===== src/rtl/inst_fetch.sv =====
// ---------------------------------------------------------------------------
// inst_fetch
//   Reader side of the instruction ROM. Owns the program counter, drives the
//   ROM address and hands the fetched instruction straight through to decode.
//   A Start/Done handshake frames one program run; during a run the next PC is
//   chosen from increment, absolute jump or relative branch, and a stall
//   freezes everything for the cycle. A saturating counter reports how many
//   instructions were retired since the last Start.
//
// Parameters
//   L          PC / ROM address width (ROM depth 2**L)
//   W          instruction width
//   START_ADDR PC loaded on reset and on every Start
//   CNT_W      retired-instruction counter width
//
// Ports
//   clk          in   1      rising-edge clock
//   rst_n        in   1      asynchronous active-low reset
//   start        in   1      begin program at START_ADDR (honoured in IDLE/DONE)
//   stall        in   1      hold PC, counter and state this cycle
//   halt         in   1      decode: current instruction is halt
//   branch_en    in   1      decode: take branch/jump this cycle
//   branch_abs   in   1      1: next PC = target, 0: next PC = PC + signed target
//   target       in   L      absolute address or two's-complement offset
//   inst_in      in   W      ROM data, combinational from inst_address
//   inst_address out  L      ROM address (= PC)
//   inst         out  W      instruction to decode (= inst_in)
//   inst_valid   out  1      inst is a live program instruction (RUN)
//   pc           out  L      current program counter
//   busy         out  1      state is RUN
//   done         out  1      state is DONE
//   inst_count   out  CNT_W  instructions retired since last Start
// ---------------------------------------------------------------------------
module inst_fetch #(
    parameter int              L          = 8,
    parameter int              W          = 9,
    parameter logic [L-1:0]    START_ADDR = {L{1'b0}},
    parameter int              CNT_W      = 16
) (
    input  logic               clk,
    input  logic               rst_n,
    input  logic               start,
    input  logic               stall,
    input  logic               halt,
    input  logic               branch_en,
    input  logic               branch_abs,
    input  logic [L-1:0]       target,
    input  logic [W-1:0]       inst_in,
    output logic [L-1:0]       inst_address,
    output logic [W-1:0]       inst,
    output logic               inst_valid,
    output logic [L-1:0]       pc,
    output logic               busy,
    output logic               done,
    output logic [CNT_W-1:0]   inst_count
);

    // Encoding 2'b11 is unused; the next-state logic steers it back to IDLE.
    typedef enum logic [1:0] {
        ST_IDLE = 2'b00,
        ST_RUN  = 2'b01,
        ST_DONE = 2'b10
    } state_t;

    state_t             state_r;
    state_t             state_s;
    logic [L-1:0]       pc_r;
    logic [L-1:0]       pc_s;
    logic [CNT_W-1:0]   cnt_r;
    logic [CNT_W-1:0]   cnt_s;

    // Counter increment that sticks at all-ones instead of wrapping.
    function automatic logic [CNT_W-1:0] sat_inc(input logic [CNT_W-1:0] value);
        logic [CNT_W-1:0] result;
        if (value == {CNT_W{1'b1}}) begin
            result = value;
        end else begin
            result = value + {{(CNT_W-1){1'b0}}, 1'b1};
        end
        return result;
    endfunction

    // Next PC for a non-stalled, non-halting RUN cycle. Adding an L-bit
    // two's-complement offset in L bits is the same as adding its sign
    // extension and reducing modulo 2**L, so no explicit extension is needed.
    function automatic logic [L-1:0] next_pc(
        input logic [L-1:0] cur_pc,
        input logic         take_branch,
        input logic         absolute,
        input logic [L-1:0] tgt
    );
        logic [L-1:0] result;
        if (take_branch) begin
            if (absolute) begin
                result = tgt;
            end else begin
                result = cur_pc + tgt;
            end
        end else begin
            result = cur_pc + {{(L-1){1'b0}}, 1'b1};
        end
        return result;
    endfunction

    // Next-state, next-PC and next-count selection.
    always_comb begin
        state_s = state_r;
        pc_s    = pc_r;
        cnt_s   = cnt_r;
        case (state_r)
            ST_IDLE, ST_DONE: begin
                if (start) begin
                    state_s = ST_RUN;
                    pc_s    = START_ADDR;
                    cnt_s   = {CNT_W{1'b0}};
                end else begin
                    state_s = state_r;
                end
            end
            ST_RUN: begin
                // Priority: stall > halt > branch > increment; start is ignored.
                if (stall) begin
                    state_s = ST_RUN;
                end else if (halt) begin
                    // PC stays on the halt instruction.
                    state_s = ST_DONE;
                    cnt_s   = sat_inc(cnt_r);
                end else begin
                    pc_s    = next_pc(pc_r, branch_en, branch_abs, target);
                    cnt_s   = sat_inc(cnt_r);
                end
            end
            default: begin
                state_s = ST_IDLE;
                pc_s    = START_ADDR;
                cnt_s   = {CNT_W{1'b0}};
            end
        endcase
    end

    // State, PC and counter registers.
    always_ff @(posedge clk or negedge rst_n) begin
        if (!rst_n) begin
            state_r <= ST_IDLE;
            pc_r    <= START_ADDR;
            cnt_r   <= {CNT_W{1'b0}};
        end else begin
            state_r <= state_s;
            pc_r    <= pc_s;
            cnt_r   <= cnt_s;
        end
    end

    // Zero-cycle fetch: ROM address is the PC register, data passes straight through.
    assign inst_address = pc_r;
    assign inst         = inst_in;
    assign pc           = pc_r;
    assign inst_count   = cnt_r;

    // Status flags are pure decodes of the state register.
    assign busy       = (state_r == ST_RUN);
    assign inst_valid = (state_r == ST_RUN);
    assign done       = (state_r == ST_DONE);

endmodule


===== config.mk =====
export PLATFORM = sky130hd
export DESIGN_NAME = inst_fetch
export DESIGN_NICKNAME = d
export VERILOG_FILES = /design/src/rtl/inst_fetch.sv
export SDC_FILE = /design/constraint.sdc
export NUM_CORES = 1
export LEC_CHECK = 0
export CELL_PAD_IN_SITES_DETAIL_PLACEMENT = 0
export CELL_PAD_IN_SITES_GLOBAL_PLACEMENT = 1
export CORE_ASPECT_RATIO = 0.7
export CORE_MARGIN = 2
export CORE_UTILIZATION = 34
export CTS_CLUSTER_SIZE = 25
export DETAILED_ROUTE_END_ITERATION = 12
export GPL_TIMING_DRIVEN = 1
export HOLD_SLACK_MARGIN = 0.06
export PLACE_DENSITY_LB_ADDON = 0.25
export SLEW_MARGIN = 10
export SYNTH_ARGS = -nofsm -noshare
export SYNTH_HDL_FRONTEND = slang
export SYNTH_SLANG_ARGS = --single-unit

===== constraint.sdc =====
create_clock -name clk -period 2.05 [get_ports clk]
set_clock_uncertainty 0.1 [all_clocks]
set_input_delay 0.205 -clock clk [delete_from_list [all_inputs] [get_ports clk]]
set_output_delay 0.205 -clock clk [all_outputs]
set_load 0.02 [all_outputs]

==> qor.csv <==
stage,metric,value,unit
setup_path,CP top delay family,compound AO/OA/AOI/OAI gates,
synth,sequential fraction of the synthesis area,31.6,%
synth,number of synthesized flops with an enable pin,0,
status,status,completed,
placed_design,PortBufs,49,
drt,Via Count,1979,
sta,hold slack,193,ps
power,P per Cell Area,774,nW/um^2
setup_path,Crit path arrival time,2070,ps
sta,Least-Margin Pin Slew,477,ps
placed_design,Placer Congestion,0.822,
final_layout,area delta synth->final,39.9,%
sta,achievable frequency,514,MHz
setup_path,crit-path cells,"ha_1, a211oi_1, a2bb2oi_2, a2111oi_4, a2111oi_2, nand2_1",
die,num rows,23,
setup_path,crit start category,flip-flop,
die,die area,6710,sq um
worst_hold_path,HP Class,primary input to asynchronous set/reset pin,
synth,Synth cell types,55,
clocking,worst-skew pair later-pin latency,270,ps
final_layout,Final Core Density,49.8,%
placed_design,post-placement worst setup slack,-288,ps
die,core box area,5780,sq um
power,Tot Pwr,0.00223,W
synth,Synth async-reset ratio,100,%
drt,Final ANT Viol Nets,0,
die,chip height,69.1,microns
synth,gate count after technology mapping,233,
drt,DRC Markers,0,
clocking,hold_buf cts,0,
sta,Slew Limit Fails,0,
synth,synthesized cell area,2060,sq um
sta,fin crit share,94.9,%
die,initial cell density of the core,35.6,%
sta,Period minus WS final,1950,ps
power,Combinational Power Share,54.6,%
setup_path,critical path buffer and inverter count,0,
power,Reg power frac,30.1,%
die,# IOs,68,
placed_design,dpl hpwl,4540,microns
power,Switch Pwr,0.000894,W
clocking,Root Driver,clkbuf_8,
global_route,global-route wire length before repair,9950,microns
die,Die X,97.0,microns
clocking,CTS clock-pin slew for the worst setup and hold paths,90,ps
setup_path,Critical Path End Type,flip-flop,
final_layout,antenna fix cells,0,
global_route,GR Util All Layers,18.0,%
setup_path,CP max FO,5,
power,Sw Share,40.1,%
flow_run,Max-Cap Viols,0,
power,LEAKAGE,1.23,nW
sta,TNS Setup,0,ps
setup_path,CP max-delay cell,dfrtp_1,
global_route,initial antenna violation count,0,
sta,fin worst setup slack,104,ps
global_route,largest net degree at the start of global routing,27,
sta,Fin. Hold Viols,0,
setup_path,Worst Path Required,2170,ps
clocking,number of H-tree levels,1,
drt,Vias per Instance,5.31,
setup_path,worst reg-to-reg setup slack,100,ps
setup_path,worst r2r dst,inst_address[7],
global_route,total gr overflow,0,
global_route,vias in the first global route,1914,
sta,Setup Viol. Count Final,0,
power,Max VDD drop,0.000303,V
synth,mean area per synthesized cell,8.84,sq um
setup_path,max incr delay on CP,410,ps
setup_path,crit path kind,flip-flop to flip-flop,
power,clock power share,15.3,%
clocking,Longest Clk Path Bufs,2,
synth,Most used DFF post-synth,dfrtp_1,
drt,final WL,5890,microns
synth,Synth Register Bits,26,
clocking,Clock Sinks,26,
final_layout,share of layout cells above drive strength 1,22.1,%
setup_path,Reg2Reg Depth,6,
drt,drt first pass iters,4,
clocking,cts bufs inserted,3,
synth,Synth Warn #,0,
final_layout,final net count,333,
drt,WL/cell,15.8,microns
synth,syn_nets,267,
drt,Iteration-0 DRC Markers,80,
clocking,CTS tree,yes,
sta,Slew Limit Headroom,68.1,%
setup_path,RR Startpoint,inst_address[3],
power,internal power,0.00134,W
==> layout make-up <==
type / instances / area (sq um)
fillers: 565 / 2900
multi-input cells: 177 / 1290
repair buffers: 86 / 772
flip-flops and latches: 26 / 652
well taps: 75 / 93.8
clock buffers: 4 / 55.1
inverters: 5 / 18.8
==> through the flow <==
stage	cell area, sq um	std cells
5_1_grt	2880	373
2_1_floorplan	2060	233
4_1_cts	2800	372
3_5_place_dp	2750	368
6_report	2880	373
3_3_place_gp	2750	368
==> cell families (layout without fill, tap and decap cells) <==
family          Yosys count  count (layout)  synth area share (%)
mux                       3               3                  1.58
buf+inv                  30              95                  9.05
simple gates             94              94                  25.5
flops                    26              26                  31.6
fa+ha+maj                10              10                  6.44
compound gates           56              56                  19.9
xor+xnor                 14              14                  5.95
==> cell usage in the layout, fill, tap and decap left out, types with 4 or more instances in the layout <==
cell,n
clkdlybuf4s50_1,46
buf_4,37
dfrtp_1,25
nand2_1,22
nor2_1,22
nand3_1,11
a21oi_1,11
xnor2_1,9
o21ai_0,9
ha_1,7
and3_1,6
inv_1,5
nand4_1,5
xor2_1,5
a211oi_1,4
clkbuf_8,4
==> power groups by stage <==
stage	Clock (W)	Sequential, W	Combinational (W)
4_1_cts	0.000360	0.000665	0.00117
3_5_place_dp	0	0.000674	0.00117
2_1_floorplan	0	0.000738	0.000628
5_1_grt	0.000382	0.000690	0.00132
3_3_place_gp	0	0.000674	0.00116
6_report	0.000342	0.000671	0.00122
==> state kept, by name, indices dropped and copies added, names as in the netlist <==
register,cells
state_r,2
inst_address,8
inst_count,16
==> layer usage <==
layer,global-route usage (%),part of all wire [%],vias to the layer above
met5,0,0,-
met2,24.1,39,59
met4,3.91,1.0,0
li1,-,-,975
met1,29.1,54,937
met3,3.65,5.8,8
==> synth_stat cells, types with 5 or more instances <==
cell type,count,area (sq um)
dfrtp_1,26,651
nand2_1,22,82.6
nor2_1,22,82.6
buf_4,19,143
a21oi_1,13,65.1
nand3_1,12,60.1
ha_1,9,113
o21ai_0,9,45.0
xnor2_1,9,78.8
and3_1,6,37.5
a211oi_1,5,37.5
inv_1,5,18.8
nand4_1,5,31.3
xor2_1,5,43.8
==> worst max-delay path by stage <==
stage                          from              end  slack (ps)  cells past startpoint
global route        inst_address[4]  inst_address[7]         -30                      6
floorplan           inst_address[4]  inst_address[7]          40                      6
finish              inst_address[3]  inst_address[7]         100                      6
detailed placement        target[4]  inst_address[7]        -290                      7
CTS                 inst_address[4]  inst_address[7]          -5                      6
global placement          target[4]  inst_address[7]        -210                      7
==> what timing repair did <==
| action | 4_1_cts | 5_1_grt |
|---|---|---|
| buffers inserted | 0 | 1 |
| endpoints found under the setup margin | 2 | 5 |
| pin swaps | 0 | 7 |
| endpoints found under the hold margin | 0 | 0 |
| resized for setup | 2 | 18 |
(Power assumes the default switching activity.)
==> patch 1 (same settings) <==
Set the parameter `CNT_W` to 18 (it was 16).
--- a/src/rtl/inst_fetch.sv
+++ b/src/rtl/inst_fetch.sv
@@ -36,5 +36,5 @@
     parameter int              W          = 9,
     parameter logic [L-1:0]    START_ADDR = {L{1'b0}},
-    parameter int              CNT_W      = 16
+    parameter int              CNT_W      = 18
 ) (
     input  logic               clk,
Interface: changed (resized inst_count); port bits go from 68 to 70. No check against the original RTL was run, so the function may have changed too.
==> patch 1 against the original RTL <==
  * Final cell count is 10% higher
  * Utilization down 0.81 points
  * Sequential cell count increased by 2
  * Final area up 5.2%
  * Setup slack got worse by 0.023 ns
  * Global-route usage rose by 0.41 points
  * Non-clock buffer count is 15 higher
  * First-iteration DRC count shrank 6.3%
  * Fmax shrank 1.2%
  * Clock power is 6% lower
  * Area after synthesis increased by 4.4%
  * Wire length grew 3.3%
  * Total power up 16%
  * Via count increased by 9.6%
  * Largest cell class unchanged
  * Highest routed layer unchanged
==> patch 1: results (changes against the original RTL) <==
* Pwr dens at 852 mW/mm2 (+10%)
* Nets at 368 (+11%)
* Routed vias/inst at 5.27 (-0.58%)
* Clock-cell share at 1.49% (-0.42 points)
* Avg Cell Area, Syn at 8.47 um2 (-4.2%)
* Crit-path max FO at 4 (-1)
* # fillers at 611 (+8.1%)
* Switching Share at 41.3% (+1.3 points)
* Fraction of area in registers at 23.2% (+0.53 points)
* Pre-CTS WS at -0.281 ns (+0.00664 ns)
* First-pass GRT wire length at 10.3 mm (+3.1%)
* Slowest CP cell: clkdlybuf4s50_1
* Sequential fraction of the synthesis area at 32.6% (+0.99 points)
* N_diodes at 0 (unchanged)
* Synth Area in XOR/XNOR at 3.66% (-2.3 points)
* Post-Syn Nets at 288 (+7.9%)
* GP Congestion at 0.834 (+1.5%)
* Hpwl dp at 4.73 mm (+4.2%)
* Vias in the first global route at 2016 (+5.3%)
* Compound-Gate Fraction of Synth Area at 23.6% (+3.7 points)
* Worst hold margin at 0.210 ns (+0.0163 ns)
* DP Area at 0.00297 mm2 (+8.0%)
* Largest net degree at the start of global routing at 29 (+7.4%)
* Max reg flops at 18 (+2)
* Synth cell count leaders: dfrtp_1, nand2_1, nor2_1
* Number of H-tree levels at 1 (unchanged)
* Yosys warns at 0 (unchanged)
* Max stage delay on crit path at 0.60 ns (+0.19 ns)
* Tap cells at 78 (+4.0%)
* Post-synth cell types at 50 (-9.1%)
* Static Leak at 1.28 nW (+4.1%)
* Top post-synthesis cells by area: dfrtp_1, buf_4, ha_1
* Detail Route Antenna Nets at 0 (unchanged)
* Inverter count at 7 (+2)
* Adder-cell share of the synthesized area at 6.17% (-0.27 points)
* Run status: finished, final reports clean
* Post-synthesis mux area share at 1.86% (+0.28 points)
* Comb_multi_in at 193 (+9.0%)
* WL/cell at 14.8 um (-6.2%)
* Share of post-route cells with drive strength above 1 at 20.1% (-2.0 points)
* Crit path DAT at 1.66 ns (-0.41 ns)
* Worst-skew pair later-pin latency at roughly 0.28 ns
* Inst Count DP at 407 (+11%)
* P_clk at 0.323 mW (-6%)
* Non-Filler Instances at 411 (+10%)
* Bufs on Longest Clock Path at 2 (unchanged)
* Global Route Usage Sum at 18.4% (+0.41 points)
* Non-clock buffering overhead at 29.2% (+2.4 points)
* Drt first pass iters at 4 (unchanged)
* Input/output buffers at 51 (+4.1%)
* Multi-input combinational cell area at 0.00127 mm2 (-1.2%)
* CTS Buf Count at 3 (unchanged)
* Worst IR Drop VDD at 0.000334 V (+10%)
* Non-clk bufs at 101 (+17%)
* Storage cell area at 702 um2 (+7.7%)
* Initial DRC Count at 75 (-6.3%)
* Combinational Power Share at 60.4% (+5.8 points)
* Slew margin rel. at 63.6% (-4.5 points)
* Num sequential at 28 (+7.7%)
## patch 1: layer usage
layer	GRT usage (%)	wire (um)	vias to the layer above
met4	3.96	56	0
met1	30.4	3280	1015
met5	0	0	-
li1	-	-	1083
met3	2.87	341	7
met2	24.8	2410	63
## patch 1: what timing repair did
item                                    CTS  global route
endpoints found under the setup margin    2            12
cloned                                    0             0
gates resized for setup                   1             9
pin swaps                                 0             1
## patch 1: final timing paths
path	cells past startpoint	slack (ns)	to	from
min in group clk	0	0.31	inst[1]	inst_in[1]
worst min register to register	1	0.42	inst_count[9]	inst_count[9]
worst max register to register	6	0.09	inst_address[7]	inst_address[1]
worst min-delay path	2	0.21	inst_address[6]	rst_n
max in group asynchronous	2	1.34	inst_count[0]	rst_n
worst max-delay path	4	0.08	inst_valid	state_r[1]
## patch 1: critical path: cells and delay by family (launching register included)
| kind | cells | cell delay (ns) |
|---|---|---|
| and+or+nand+nor | 1 | 0.20 |
| buffers and inverters | 3 | 0.77 |
| DFF | 1 | 0.41 |
==> patch 2 (config.mk and constraints unchanged) <==
Made on the original files. Make the reset (`rst_n`) synchronous in one clocked block. Comments in the files are not updated.
--- a/src/rtl/inst_fetch.sv
+++ b/src/rtl/inst_fetch.sv
@@ -140,5 +140,5 @@
 
     // State, PC and counter registers.
-    always_ff @(posedge clk or negedge rst_n) begin
+    always_ff @(posedge clk) begin
         if (!rst_n) begin
             state_r <= ST_IDLE;
Check against the original RTL: differs if rst_n is asserted again (counterexample within 4 cycles, from zero or initial values and one cycle with rst_n low); with rst_n held inactive, the same outputs for 10 cycles.
==> patch 2 against the original RTL <==
  * Utilization rose by 3.2 points
  * Wire length is 6.7% lower
  * Setup slack worse by 0.015 ns
  * Final area decreased by 1.3%
  * Sequential cell count unchanged
  * Register-to-register slack improved by 0.03 ns
  * Area after synthesis fell by 6.2%
  * Count of clock-buffer cells in the layout shrank 1
  * Largest cell class unchanged
Power is not compared: it rests on default switching activity, and its combinational part moved more than twofold at a synthesized area within 25%.
==> patch 2: results (changes against the original RTL) <==
* Largest net degree at the start of global routing at 16 (-41%)
* Vias in the first global route at 1878 (-1.9%)
* Slew margin rel. at 67.5% (-0.62 points)
* Pre-CTS WS at -0.237 ns (+0.0506 ns)
* Hpwl dp at 4.32 mm (-4.8%)
* Initial DRC Count at 109 (+36%)
* Crit path DAT at 2.08 ns
* Worst r2r dst: inst_address[6]
* Ys flop type: dfxtp_1
* GP Congestion at 0.813 (-1.1%)
* Global Route Usage Sum at 18.4% (+0.37 points)
* Ys async rst share at 0% (-100 points)
* Post-Syn Nets at 279 (+4.5%)
* Non-Filler Instances at 399 (+7.0%)
* FF-to-FF setup slack at 0.13 ns (+0.03 ns)
* Sequential fraction of the synthesis area at 26.9% (-4.6 points)
* Clk root buf: clkbuf_8
* Share of post-route cells with drive strength above 1 at 22.6% (+0.48 points)
* WL/cell at 13.8 um (-13%)
* Bufs on Longest Clock Path at 2 (unchanged)
* Hold Crit Class: in2out
* Via count at 2018 (+2.0%)
* Worst hold margin at 0.310 ns (+0.117 ns)
* Nets at 362 (+8.7%)
* First-pass GRT wire length at 9.03 mm (-9.2%)
* Clock Pin Slew Worst Setup and Hold Paths at 0.11 ns (+0.02 ns)
* Worst-skew pair later-pin latency at 0.28 ns
* Reg2reg start: inst_address[0]
* Drt first pass iters at 5 (+1)
* Top post-synthesis cells by area: dfxtp_1, buf_4, ha_1
* Avg Cell Area, Syn at 7.89 um2 (-11%)
* Synth cell count leaders: nor2_1, dfxtp_1, a21oi_1
* Post-synth cell types at 54 (-1.8%)
* Crit-path max FO at 2 (-3)
* DP Area at 0.00275 mm2 (+0.18%)
* Slowest CP cell: clkdlybuf4s50_1
* Initial antenna violation count at 0 (unchanged)
* Run status: finished, final reports clean
* Reg2Reg Depth at 7 (+1)
-- patch 2: cell count changes in the layout (fill, tap and decap cells not counted), moves of 4 or more --
cell     delta
dfrtp_1    -25
dfxtp_1    +25
buf_4      +16
a21oi_1     +8
nor3_1      +8
nor2_1      +6
and3_1      -5
o21ai_0     +4
-- patch 2: worst max path at each step --
| stage | from | end | slack [ns] |
|---|---|---|---|
| after floorplan | inst_count[0] | inst_count[14] | 0.06 |
| after global placement | target[1] | inst_address[7] | -0.23 |
| after detailed placement | target[1] | inst_address[7] | -0.24 |
| after CTS | target[1] | inst_address[7] | 0.06 |
| after global routing | target[0] | inst_address[6] | -0.008 |
| final | target[0] | inst_address[6] | 0.09 |
-- patch 2: logic make-up after synthesis --
logic type                 synth area share, %
AOI/OAI and AO/OA                         21.5
xor gates and xnor gates                  5.89
adders and majority gates                 6.87
buffers and inverters                     10.0
DFF                                       26.9
muxes                                     2.14
and+or+nand+nor                           26.6
-- patch 2: area by class of cell --
class	count	area (um2)
multi-input combinational	186	1240
timing repair buffer	102	888
fill	514	2520
clock inverter	1	30.0
clock buffer	3	41.3
inverter	9	33.8
tap	72	90.1
sequential	26	522
-- patch 2: worst reg2reg max path: cells and delay by family (launching register included) --
family | cells | cell delay, ns
compound gates | 4 | 0.67
fa+ha+maj | 2 | 0.61
flops | 1 | 0.33
xor+xnor | 1 | 0.15
-- patch 2: repair_timing --
item,4_1_cts,5_1_grt
gates resized for setup,0,5
endpoints found under the setup margin,0,8
hold endpoints to repair,0,0
-- patch 2: report_power, final --
group          internal [mW]  switching (mW)  total, mW
Combinational          0.125           0.123      0.248
Clock                  0.262           0.187      0.449
Sequential             0.511         0.00739      0.518
-- patch 2: layer usage --
metal  up-vias  GRT usage [%]  part of all wire, %
met2        54           26.2                   38
met1       915           28.2                   55
li1       1042              -                    -
met3         7           3.62                  6.3
met5         -              0                    0
met4         0           3.80                 0.67
